==> src/rtl/instrumented_adder_pkg.sv <==
// rtl/instrumented_adder_pkg.sv - shared state type and default widths for the adder measurement sequencer
package instrumented_adder_pkg;

  localparam int DEF_WIDTH    = 32;
  localparam int DEF_CNT_W    = 16;
  localparam int DEF_SETTLE_W = 8;

  typedef enum logic [2:0] {
    ST_IDLE,
    ST_LOAD,
    ST_SETTLE,
    ST_RUN,
    ST_CAPTURE,
    ST_DONE
  } seq_state_t;

endpackage

==> src/rtl/sync2.sv <==
// rtl/sync2.sv - two-flop synchroniser with synchronous active-high reset
module sync2 (
  input  logic i_clk,
  input  logic i_rst,
  input  logic i_d,
  output logic o_q
);

  logic r_meta;
  logic r_q;

  // Two back-to-back flops give an asynchronous input a cycle to resolve metastability
  always_ff @(posedge i_clk) begin
    if (i_rst) begin
      r_meta <= 1'b0;
      r_q    <= 1'b0;
    end else begin
      r_meta <= i_d;
      r_q    <= r_meta;
    end
  end

  assign o_q = r_q;

endmodule

==> src/rtl/instrumented_adder_seq.sv <==
// rtl/instrumented_adder_seq.sv - load/settle/launch/time sequencer around the instrumented adder
module instrumented_adder_seq
  import instrumented_adder_pkg::*;
#(
  parameter int WIDTH    = DEF_WIDTH,
  parameter int CNT_W    = DEF_CNT_W,
  parameter int SETTLE_W = DEF_SETTLE_W
) (
  input  logic                wb_clk_i,
  input  logic                wb_rst_i,
  input  logic                start,
  input  logic [WIDTH-1:0]    cfg_a,
  input  logic [WIDTH-1:0]    cfg_b,
  input  logic [SETTLE_W-1:0] cfg_settle,
  input  logic [CNT_W-1:0]    cfg_timeout,
  output logic [WIDTH-1:0]    add_a,
  output logic [WIDTH-1:0]    add_b,
  output logic                add_run,
  input  logic                add_chain_out,
  input  logic [WIDTH-1:0]    add_sum,
  output logic                busy,
  output logic                done,
  output logic                timeout,
  output logic                stale,
  output logic                aborted,
  output logic [WIDTH-1:0]    result_sum,
  output logic [CNT_W-1:0]    result_cycles,
  output logic [CNT_W-1:0]    run_count
);

  seq_state_t          r_state;
  logic                r_start_q;
  logic [SETTLE_W-1:0] r_settle_cnt;
  logic [CNT_W-1:0]    r_cnt;
  logic [WIDTH-1:0]    r_add_a;
  logic [WIDTH-1:0]    r_add_b;
  logic [WIDTH-1:0]    r_result_sum;
  logic [CNT_W-1:0]    r_result_cycles;
  logic [CNT_W-1:0]    r_run_count;
  logic                r_timeout;
  logic                r_stale;
  logic                r_aborted;

  logic                w_chain_s;
  logic                w_start_edge;
  logic [CNT_W-1:0]    w_eff_timeout;

  sync2 u_chain_sync (
    .i_clk (wb_clk_i),
    .i_rst (wb_rst_i),
    .i_d   (add_chain_out),
    .o_q   (w_chain_s)
  );

  assign w_start_edge  = start & ~r_start_q;
  // A zero timeout selects the longest measurable run rather than an instant expiry
  assign w_eff_timeout = (cfg_timeout == '0) ? '1 : cfg_timeout;

  // Sequencer: start-edge detect, run FSM, settle/run counters, sticky flags and result capture
  always_ff @(posedge wb_clk_i) begin
    if (wb_rst_i) begin
      r_state         <= ST_IDLE;
      r_start_q       <= 1'b0;
      r_settle_cnt    <= '0;
      r_cnt           <= '0;
      r_add_a         <= '0;
      r_add_b         <= '0;
      r_result_sum    <= '0;
      r_result_cycles <= '0;
      r_run_count     <= '0;
      r_timeout       <= 1'b0;
      r_stale         <= 1'b0;
      r_aborted       <= 1'b0;
    end else begin
      r_start_q <= start;
      case (r_state)
        ST_IDLE: begin
          if (w_start_edge) begin
            r_state <= ST_LOAD;
          end
        end
        ST_LOAD: begin
          // Flags describe the new run even if it is abandoned before operands load
          r_timeout <= 1'b0;
          r_stale   <= 1'b0;
          if (!start) begin
            r_aborted <= 1'b1;
            r_state   <= ST_IDLE;
          end else begin
            r_aborted    <= 1'b0;
            r_add_a      <= cfg_a;
            r_add_b      <= cfg_b;
            r_settle_cnt <= (cfg_settle == '0) ? SETTLE_W'(1) : cfg_settle;
            r_state      <= ST_SETTLE;
          end
        end
        ST_SETTLE: begin
          if (!start) begin
            r_aborted <= 1'b1;
            r_state   <= ST_IDLE;
          end else if (r_settle_cnt == SETTLE_W'(1)) begin
            // A chain still reporting completion before launch cannot be timed
            if (w_chain_s) begin
              r_stale <= 1'b1;
              r_state <= ST_DONE;
            end else begin
              r_cnt   <= CNT_W'(1);
              r_state <= ST_RUN;
            end
          end else begin
            r_settle_cnt <= r_settle_cnt - SETTLE_W'(1);
          end
        end
        ST_RUN: begin
          if (!start) begin
            r_aborted <= 1'b1;
            r_state   <= ST_IDLE;
          end else if (w_chain_s) begin
            r_state <= ST_CAPTURE;
          end else if (r_cnt == w_eff_timeout) begin
            r_timeout <= 1'b1;
            r_state   <= ST_CAPTURE;
          end else if (r_cnt != '1) begin
            r_cnt <= r_cnt + CNT_W'(1);
          end
        end
        ST_CAPTURE: begin
          r_result_sum    <= add_sum;
          r_result_cycles <= r_cnt;
          r_run_count     <= r_run_count + CNT_W'(1);
          r_state         <= ST_DONE;
        end
        ST_DONE: begin
          if (!start) begin
            r_state <= ST_IDLE;
          end
        end
        default: begin
          r_state <= ST_IDLE;
        end
      endcase
    end
  end

  assign add_a         = r_add_a;
  assign add_b         = r_add_b;
  assign add_run       = (r_state == ST_RUN);
  assign busy          = (r_state == ST_LOAD) || (r_state == ST_SETTLE) ||
                         (r_state == ST_RUN)  || (r_state == ST_CAPTURE);
  assign done          = (r_state == ST_DONE);
  assign timeout       = r_timeout;
  assign stale         = r_stale;
  assign aborted       = r_aborted;
  assign result_sum    = r_result_sum;
  assign result_cycles = r_result_cycles;
  assign run_count     = r_run_count;

endmodule

==> config.mk <==
export PLATFORM = sky130hd
export DESIGN_NAME = instrumented_adder_seq
export DESIGN_NICKNAME = d
export VERILOG_FILES = /design/src/rtl/instrumented_adder_pkg.sv /design/src/rtl/sync2.sv /design/src/rtl/instrumented_adder_seq.sv
export SDC_FILE = /design/constraint.sdc
export NUM_CORES = 1
export LEC_CHECK = 0
export ABC_CLOCK_PERIOD_IN_PS = 2900
export BUFFER_PORTS_ARGS = -buffer_cell sky130_fd_sc_hd__buf_2
export CORE_MARGIN = 4
export CORE_UTILIZATION = 49
export DETAILED_ROUTE_END_ITERATION = 16
export PLACE_DENSITY = 0.92
export REMOVE_ABC_BUFFERS = 1
export SLEW_MARGIN = 20
export SYNTH_ARGS = -nofsm -noshare
export SYNTH_HDL_FRONTEND = slang
export SYNTH_SLANG_ARGS = --single-unit
==> constraint.sdc <==
create_clock -name wb_clk_i -period 2.9 [get_ports wb_clk_i]
set_input_delay 0.58 -clock wb_clk_i [delete_from_list [all_inputs] [get_ports wb_clk_i]]
set_output_delay 0.58 -clock wb_clk_i [all_outputs]
set_load 0.01 [all_outputs]
; Word-level counts from Yosys, hierarchy flattened
; Cells that the tools add are included.
; W data, S select, Z words.
[totals]
n_memories = 0
romBits = 0
wordCells = 96
in_bits = 124
ram_bits = 0
reg_bits = 161
latchBits = 0
output_inout_bits = 134
[op_classes]
multipliers = 0
bitwise = 2
magnitude_cmp = 0
add_sub_neg = 3
mux = 35
reduce_logical = 18
shifts = 0
div = 0
n_eq_ne = 24
[ops]
columns = operator, count
row1 = $mux W16, 8
row2 = $add A16 B1 Y16 const B, 2
row3 = $mux W8, 4
row4 = $pmux W16 S2, 1
row5 = $mux W3, 8
row6 = $ne A2 B2 Y1 const B, 11
row7 = $pmux W3 S6, 1
row8 = $eq A16 B16 Y1, 1
row9 = $logic_not A16 Y1, 1
row10 = $ne A16 B16 Y1 const B, 1
row11 = $pmux W8 S2, 1
row12 = $reduce_and A4 Y1, 4
row13 = $eq A8 B1 Y1 const B, 1
row14 = $logic_not A8 Y1, 1
row15 = $mux W1, 8
row16 = $reduce_and A8 Y1, 1
row17 = $reduce_bool A2 Y1, 4
row18 = $sub A8 B1 Y8 const B, 1
row19 = $eq A3 B2 Y1 const B, 2
row20 = $eq A3 B3 Y1 const B, 2
row21 = $ne A2 B1 Y1 const B, 3
row22 = $pmux W1 S2, 3
row23 = $ne A4 B2 Y1 const B, 1
row24 = $reduce_and A2 Y1, 2
row25 = other kinds (8), 10

; Logic depth before layout (Yosys ltp)
; Gate-level depths: netlist of run 1.
[logic_depth]
depth_word = 7
ltp_mapped = 10
depth_no_buf = 8

; Hierarchy
; From an unflattened synthesis of run 1, not the netlist that was laid out.
[unflattened]
cells_unflattened = 866
hier_area_um2 = 6779.0
[modules_own_cells]
columns = module, area_per_inst_um2, cells_each, n_inst, seq_area_each_um2
row1 = instrumented_adder_seq, 6726.5, 862, 1, 3183.1
row2 = sync2, 52.6, 4, 1, 40.0

; Worst setup path before layout of run 1
; Ideal clock, no wire load.
[synth_timing]
kind = input port to flip-flop
start = input cfg_timeout[0]
end = register r_cnt[10]
path_buffers = 1
cell_stages = 8
t_required_ns = 2.784
arrival_time_ns = 2.249
slack_ns = 0.535
setup_time_ns = 0.116
path_cell_list = nor4_2 -> nand4_2 -> mux2_4 -> nand4_2 -> nor3_2 -> buf_6 -> or3_1 -> a41o_1
[synth_via]
elab_chain_cells = 5
[synth_lines]
columns = item, line_no
row1 = from (decl), instrumented_adder_seq.sv:15  ; input logic [CNT_W-1:0] cfg_timeout,
row2 = $logic_not A16 Y1, instrumented_adder_seq.sv:57  ; assign w_eff_timeout = (cfg_timeout == '0) ? '1 : cfg_timeout;
row3 = $mux W16 (*), instrumented_adder_seq.sv:57
row4 = $eq A16 B16 Y1 (*), instrumented_adder_seq.sv:120  ; end else if (r_cnt == w_eff_timeout) begin
row5 = $ne A2 B2 Y1 (no source line) (*), -
row6 = $reduce_and A8 Y1 (no source line) (*), -
row7 = to (signal assigned), instrumented_adder_seq.sv:124  ; r_cnt <= r_cnt + CNT_W'(1);
row8 = to (decl), instrumented_adder_seq.sv:34  ; logic [CNT_W-1:0] r_cnt;
; Every way passes the cells marked *; elsewhere a longest branch is shown, timed or not.
; A chain may end at the register's enable or synchronous reset.

; Worst setup path in the final report of run 1
[layout_timing]
start = register r_state[2]
end = output add_run
[layout_via]
elab_chain_cells = 1
[layout_lines]
columns = item, line_no
row1 = from (decl), instrumented_adder_seq.sv:31  ; seq_state_t r_state;
row2 = from (signal assigned), instrumented_adder_seq.sv:62  ; r_state <= ST_IDLE;
row3 = from (signal assigned), instrumented_adder_seq.sv:79  ; r_state <= ST_LOAD;
row4 = from (signal assigned), instrumented_adder_seq.sv:88  ; r_state <= ST_IDLE;
row5 = $eq A3 B2 Y1, instrumented_adder_seq.sv:147  ; assign add_run = (r_state == ST_RUN);
row6 = to (decl), instrumented_adder_seq.sv:18  ; output logic add_run,
; No other way between the ends.

==> results of run 1 <==
## sequential cells by signal, summed over array words and instances, names as in the netlist, 3 cells and up
register       count
r_cnt             16
result_cycles     16
result_sum        32
r_state            3
r_settle_cnt       8
add_b             32
run_count         16
add_a             32
## final cells by class
| type | instances | share of cell area, % |
|---|---|---|
| Timing Repair Buffer | 271 | 16.1 |
| Tap cell | 180 | 2.56 |
| Clock buffer | 19 | 5.14 |
| Inverter | 11 | 0.469 |
| Multi-Input combinational cell | 639 | 37.7 |
| Antenna cell | 1 | 0.0284 |
| Clock inverter | 13 | 1.45 |
| Sequential cell | 161 | 36.6 |
## cell families (layout without fill, tap and decap cells)
kind of cell,count (synthesis),count (layout),synth area share (%)
XOR/XNOR,27,27,3.44
flip-flops,161,161,46.9
adder cells (fa/ha/maj),4,4,0.728
AO/OA/AOI/OAI,197,197,16.6
multiplexers,1,1,0.218
AND/OR/NAND/NOR,410,410,27.1
other,0,1,0
buffers and inverters,74,314,5.06
## path summary, 6_finish.rpt
kind / start / end / slack (ns) / cells after the start
setup reg to reg: r_state[0] / r_cnt[3] / 0.37 / 5
setup / recovery: r_state[2] / add_run / 0.17 / 3
hold / removal: add_chain_out / u_chain_sync.r_meta / 0.37 / 2
hold reg to reg: u_chain_sync.r_meta / u_chain_sync.o_q / 0.45 / 1
## power by group through the flow
stage	combinational, mW	clock (mW)	sequential, mW
CTS	0.940	2.21	2.47
detailed placement	0.934	0	2.52
global placement	0.915	0	2.51
global route	1.04	2.31	2.49
floorplan	0.437	0	2.57
finish	0.941	2.18	2.47
## cells in the mapped netlist (2+ instances only)
cell | n | area share, %
nand4_1 | 12 | 1.1
nor3b_1 | 2 | 0.22
nor3_1 | 11 | 0.80
nand2b_1 | 5 | 0.45
and3_1 | 11 | 1.0
o211ai_1 | 12 | 1.3
dfxtp_1 | 161 | 47
o31ai_1 | 2 | 0.22
buf_2 | 12 | 0.87
or3_1 | 3 | 0.27
or2_2 | 3 | 0.27
o21a_1 | 3 | 0.33
clkbuf_8 | 3 | 0.60
nor2b_1 | 9 | 0.82
nor4_2 | 4 | 0.73
nor2_1 | 41 | 2.2
buf_1 | 5 | 0.27
nand4b_1 | 3 | 0.38
nand4_2 | 2 | 0.36
o2111ai_1 | 2 | 0.25
nand2_1 | 264 | 14
o22ai_1 | 5 | 0.45
o21ai_0 | 13 | 0.95
xor2_1 | 22 | 2.8
inv_1 | 10 | 0.55
nand3_1 | 15 | 1.1
clkbuf_1 | 39 | 2.1
xnor2_1 | 5 | 0.64
a211oi_1 | 3 | 0.33
nand3b_1 | 4 | 0.44
a22oi_1 | 2 | 0.22
a21oi_1 | 133 | 9.7
or4_1 | 4 | 0.44
a31oi_1 | 9 | 0.82
nor3_2 | 2 | 0.29
ha_1 | 4 | 0.73
o311ai_0 | 2 | 0.25
and2_1 | 5 | 0.45
nor4_1 | 5 | 0.45
## routing by layer
| layer | GRT usage, % | vias up | part of all wire, % |
|---|---|---|---|
| met1 | 30.0 | 3333 | 40 |
| li1 | - | 3419 | - |
| met3 | 3.83 | 46 | 6.5 |
| met5 | 0 | - | 0 |
| met2 | 41.0 | 277 | 51 |
| met4 | 8.64 | 0 | 2.3 |
==> impl_results.md, run 1 <==
* Status: finished clean
* Pleak at 3.77 nW
* Drc violations at 0
* CP max stage cell: dfxtp_1
* Synthesized cell area at 0.00688 mm2
* Fin. max-slew vios at 0
* Top-Level Pins at 258
* Area grow syn2layout at 28.1%
* Fin cells at 1295
* Tot GR Track Use at 23.8%
* Fin util at 63.7%
* Die Ht at 126 um
* Post-route ant nets at 0
* Max_slew headroom at 47.9%
* Die ar. at 0.0160 mm2
* Crit end category: primary output
* Sw Ratio at 29.2%
* Kind of cell adding the most delay to the critical path: buffers and inverters
* Min Clock Period, post-route at 2.73 ns
* CP Launch Type: flop
* Power share of the sequential group at 44.2%
* Setup bufs post-CTS at 0
* Worst Path Max Fanout at 15
* Total Power at 5.60 mW
* Synth Flop Type: dfxtp_1
* Initial core utilization at 49.7%
* Max cap viols at 0
* TritonCTS clock tree: built
* First-pass DRT Iterations at 5
* Placed cell area at 0.00823 mm2
* Vias/cell at 5.46
* Multi-input logic area at 0.00332 mm2
* Critical path cell sequence: nand3b_1, clkinv_1, buf_2
* Ys async rst share at 0%
* Fmax at 366 MHz
* Cells after synthesis at 874
* Clk pwr share at 39.0%
* Die W at 126 um
* CTS root buf: clkbuf_16
* VDD IR max at 396 uV
* HP Class: in2reg
* Unrepaired setup endpoints after global routing: no
* Most frequent cells in the layout: nand2_1, buf_2, dfxtp_1
* Layout Skew at 0.0102 ns
* Setup tns final at 0 ns
* Register area at 0.00322 mm2
* Post-synthesis cell type count at 61
* WP buf/inv at 2
* Port Buffer Count at 257
* Most common library cell in the layout ignoring fill and taps: nand2_1
* Final setup viols at 0
* Flops & latches, synth at 161
* Worst-path clk slew at 0.06 ns
* Critical Path RT at 2.32 ns
* Worst-margin pin slew at 0.782 ns
* Final Cycle Share at 94.2%
* Longest Clk Path Bufs at 2
* First DRT Iteration DRCs at 496
* HPWL Detailed at 14.1 mm
* Combinational fraction of design power at 16.8%
* Number of hold buffers added after cts at 0
* Average size of a mapped cell at 7.87 um2
* PwrDens at 635 mW/mm2
* Power Internal at 3.96 mW
* # fillers at 1149
* Share of layout cells above drive strength 1 at 29.1%
* Critical path class: reg2out
* First-pass GRT wire length at 31.6 mm
* CP peak stage delay at 0.62 ns
* GPL Wtd Cong at 0.893
* Switching power at 1.64 mW
* Place WS at 0.126 ns
* Core region area at 0.0138 mm2
* Nets at 1229
* H-tree depth at 4
* Initial antenna violation count at 1
* Largest net degree at the start of global routing at 78
* Number of global-route vias before repair at 6432
* Critical Path AT at 2.15 ns
* Clk sinks at 161
* Total gr overflow at 0
* WL final at 20.1 mm
* Routed WL per cell at 15.5 um
* Final Hold Fails at 0
* Hold WS at 0.372 ns
* Post-synth EDFFs at 0
* Fin area at 0.00881 mm2
* TritonCTS buffer count at 17
* Inst Count DP at 1262
* Post-cts resize count at 0
* Via Count at 7075
* Seq/Total Area, Yosys at 46.9%
* Num rows at 43
* Fin worst setup slack at 0.167 ns
* Later-pin clock latency in the skew report at 0.42 ns
* Synth warnings at 0
(Power assumes the default switching activity.)
==> inputs of run 2 (changes only) <==
- ABC_CLOCK_PERIOD_IN_PS: 2900 -> 2200
- CORE_MARGIN: 4 -> 2
- CORE_UTILIZATION: 49 -> 45
- PLACE_DENSITY: 0.92 -> 0.89
- clock period: 2.9 -> 2.2 ns (I/O delays scaled with it)
==> run 2 against run 1 <==
Net effect:
- the run now ends with setup timing left
- critical endpoint is now r_cnt[7]
- utilization decreased by 2.2 points
- power up 37%
- largest cell class unchanged
- hold slack worse by 0.13 ns
- via count about the same
- highest routed layer unchanged
- design area is 5.3% higher
- critical path type is now in2reg
==> impl_results.md, run 2 (same netlist as run 1, synthesis figures left out) <==
* Sw Ratio at 28.5% (-0.73 points)
* Final Cycle Share at 100%
* Fin cells at 1343 (+3.7%)
* CP Launch Type: input pin
* First-pass GRT wire length at 30.2 mm (-4.6%)
* Total gr overflow at 0 (unchanged)
* Port Buffer Count at 257 (unchanged)
* Layout Skew at 0.00847 ns (-0.00178 ns)
* Hold Crit Endpoint: u_chain_sync.r_meta
* Reg-to-reg slack, setup at 0.06 ns (-0.31 ns)
* Hold depth at 2 (unchanged)
* Combinational fraction of design power at 17.2% (+0.4 points)
* TritonCTS buffer count at 17 (unchanged)
* Initial antenna violation count at 0 (-1)
* Crit end category: flop
* Die W at 128 um (+0.91%)
* CTS root buf: clkbuf_16
* Longest Clk Path Bufs at 2 (unchanged)
* First DRT Iteration DRCs at 623 (+26%)
* Vias/cell at 5.27 (-3.5%)
* WL final at 19.6 mm (-2.3%)
* Share of layout cells above drive strength 1 at 32.1% (+3.0 points)
* Fin. max-slew vios at 0 (unchanged)
* CP peak stage delay at 0.40 ns (-0.22 ns)
* Fmax at 453 MHz
* Reg-to-Reg Start: r_cnt[12]
* Switching power at 2.18 mW (+33%)
* Routed WL per cell at 14.6 um (-5.8%)
* HPWL Detailed at 13.6 mm (-3.6%)
* Unrepaired setup endpoints after global routing: yes
* Nets at 1270 (+3.3%)
* Power Internal at 5.47 mW (+38%)
* Power share of the sequential group at 42.5% (-1.7 points)
* Later-pin clock latency in the skew report at 0.41 ns (about the same)
* Total Power at 7.66 mW (+37%)
* HP Class: in2reg
* Inst Count DP at 1309 (+3.7%)
* Clk sinks at 161 (unchanged)
* TritonCTS clock tree: built
* GPL Wtd Cong at 0.910 (+1.9%)
* Final setup viols at 2 (+2)
* Max cap viols at 0 (unchanged)
* Max_slew headroom at 60.9% (+13 points)
* First-pass DRT Iterations at 5 (unchanged)
* ANT cells at 0 (-1)
* Tot GR Track Use at 22.7% (-1.1 points)
* Final Hold Fails at 0 (unchanged)
* Core region area at 0.0151 mm2 (+9.1%)
* Pleak at 4.05 nW (+7.4%)
* PwrDens at 825 mW/mm2 (+30%)
* Top-Level Pins at 258 (unchanged)
* Post-route ant nets at 0 (unchanged)
* Kind of cell adding the most delay to the critical path: simple AND/OR/NAND/NOR gates
* Min Clock Period, post-route at 2.21 ns
* Die ar. at 0.0163 mm2 (+1.8%)
* Setup tns final at -0.0142 ns (-0.0142 ns)
* Worst-case reg-to-reg path depth at 8 (+3)
* Fin util at 61.5% (-2.2 points)
* Clk pwr share at 40.3% (+1.3 points)
* Critical path class: in2reg
* Failing checks: setup timing
* WP buf/inv at 2 (unchanged)
* Number of global-route vias before repair at 6200 (-3.6%)
* Most frequent cells in the layout: nand2_1, buf_2, dfxtp_1
* Critical Path RT at 2.49 ns (+0.17 ns)
* Die Ht at 128 um (+0.91%)
* H-tree depth at 4 (unchanged)
* Critical Path AT at 2.50 ns (+0.35 ns)
* Worst-path clk slew at 0.06 ns (about the same)
* Via Count at 7078 (+0.042%)
* Fin worst setup slack at -0.00820 ns (-0.175 ns)
* Hold wc startpoint: add_chain_out
* Worst reg2reg endpoint: r_cnt[7]
* VDD IR max at 523 uV (+32%)
* Status: finished, violations left
* Most common library cell in the layout ignoring fill and taps: nand2_1
* Critical path cell sequence: buf_2, nor4_4, nand4_1, o22ai_1, nand4b_1, buf_4, or3_4, a32oi_1, nand2_1
* Initial core utilization at 45.6% (-4.2 points)
* Largest net degree at the start of global routing at 94 (+21%)
* Worst Path Max Fanout at 8 (-7)
* Num rows at 45 (+4.7%)
* Number of hold buffers added after cts at 0 (unchanged)
* Drc violations at 0 (unchanged)
* CP max stage cell: or3_4
* Worst-margin pin slew at 0.587 ns (-0.196 ns)
* Area grow syn2layout at 34.9%
* # fillers at 1249 (+8.7%)
run 2: cell types whose count changed in the layout (fill, tap and decap cells not counted), sizes merged:
cell | previous run | this run
bufinv | 1 | 3
clkinv | 7 | 6
clkbuf | 19 | 17
inv | 14 | 17
clkinvlp | 2 | 0
nand4 | 14 | 15
diode | 1 | 0
buf | 271 | 311
run 2: how the worst max path moves through the flow:
stage,from,end,slack (ns),cells after the start
6_report,cfg_timeout[3],r_cnt[7],-0.008,9
5_1_grt,cfg_timeout[3],r_cnt[12],-0.08,9
4_1_cts,r_cnt[5],r_cnt[12],0.02,7
3_5_place_dp,cfg_timeout[3],r_cnt[9],-0.38,10
3_3_place_gp,cfg_timeout[0],r_cnt[5],-0.31,9
2_1_floorplan,r_state[2],run_count[13],-1.12,7
run 2: power groups by stage:
stage	Clock (mW)	Combinational [mW]	Sequential [mW]
6_report	3.08	1.32	3.25
4_1_cts	3.13	1.31	3.25
3_5_place_dp	0	1.30	3.31
2_1_floorplan	0	0.576	3.39
3_3_place_gp	0	1.28	3.30
5_1_grt	3.27	1.46	3.28
run 2: area by class of cell:
class | count | area, um2 | share of cell area [%]
multi-input cells | 640 | 3400 | 36.6
well taps | 188 | 235 | 2.54
inverters | 11 | 41.3 | 0.445
flip-flops and latches | 161 | 3230 | 34.8
clock buffers | 17 | 425 | 4.59
clock inverters | 15 | 195 | 2.10
repair buffers | 311 | 1760 | 18.9
run 2: through the flow:
step	hold WS (ns)	instance area [um2]	setup WS, ns
5_1_grt	0.247	9280	-0.0811
2_1_floorplan	0.414	6570	-1.12
4_1_cts	0.220	9190	0.0169
3_3_place_gp	0.418	8570	-0.314
6_report	0.244	9280	-0.00820
3_5_place_dp	0.439	8570	-0.382
run 2: layer usage:
metal	share of wire (%)	GRT usage [%]	wire length (um)	vias up
met2	50	38.9	9750	275
met4	2.3	8.66	456	0
met1	41	28.1	8130	3262
met3	6.6	4.48	1290	39
met5	0	0	0	-
li1	-	-	-	3502
run 2: what timing repair did:
item | CTS | global route
gates resized for setup | 1 | 13
cloned | 0 | 1
setup buffers | 0 | 1
setup endpoints to repair | 1 | 20
pin swaps | 0 | 4
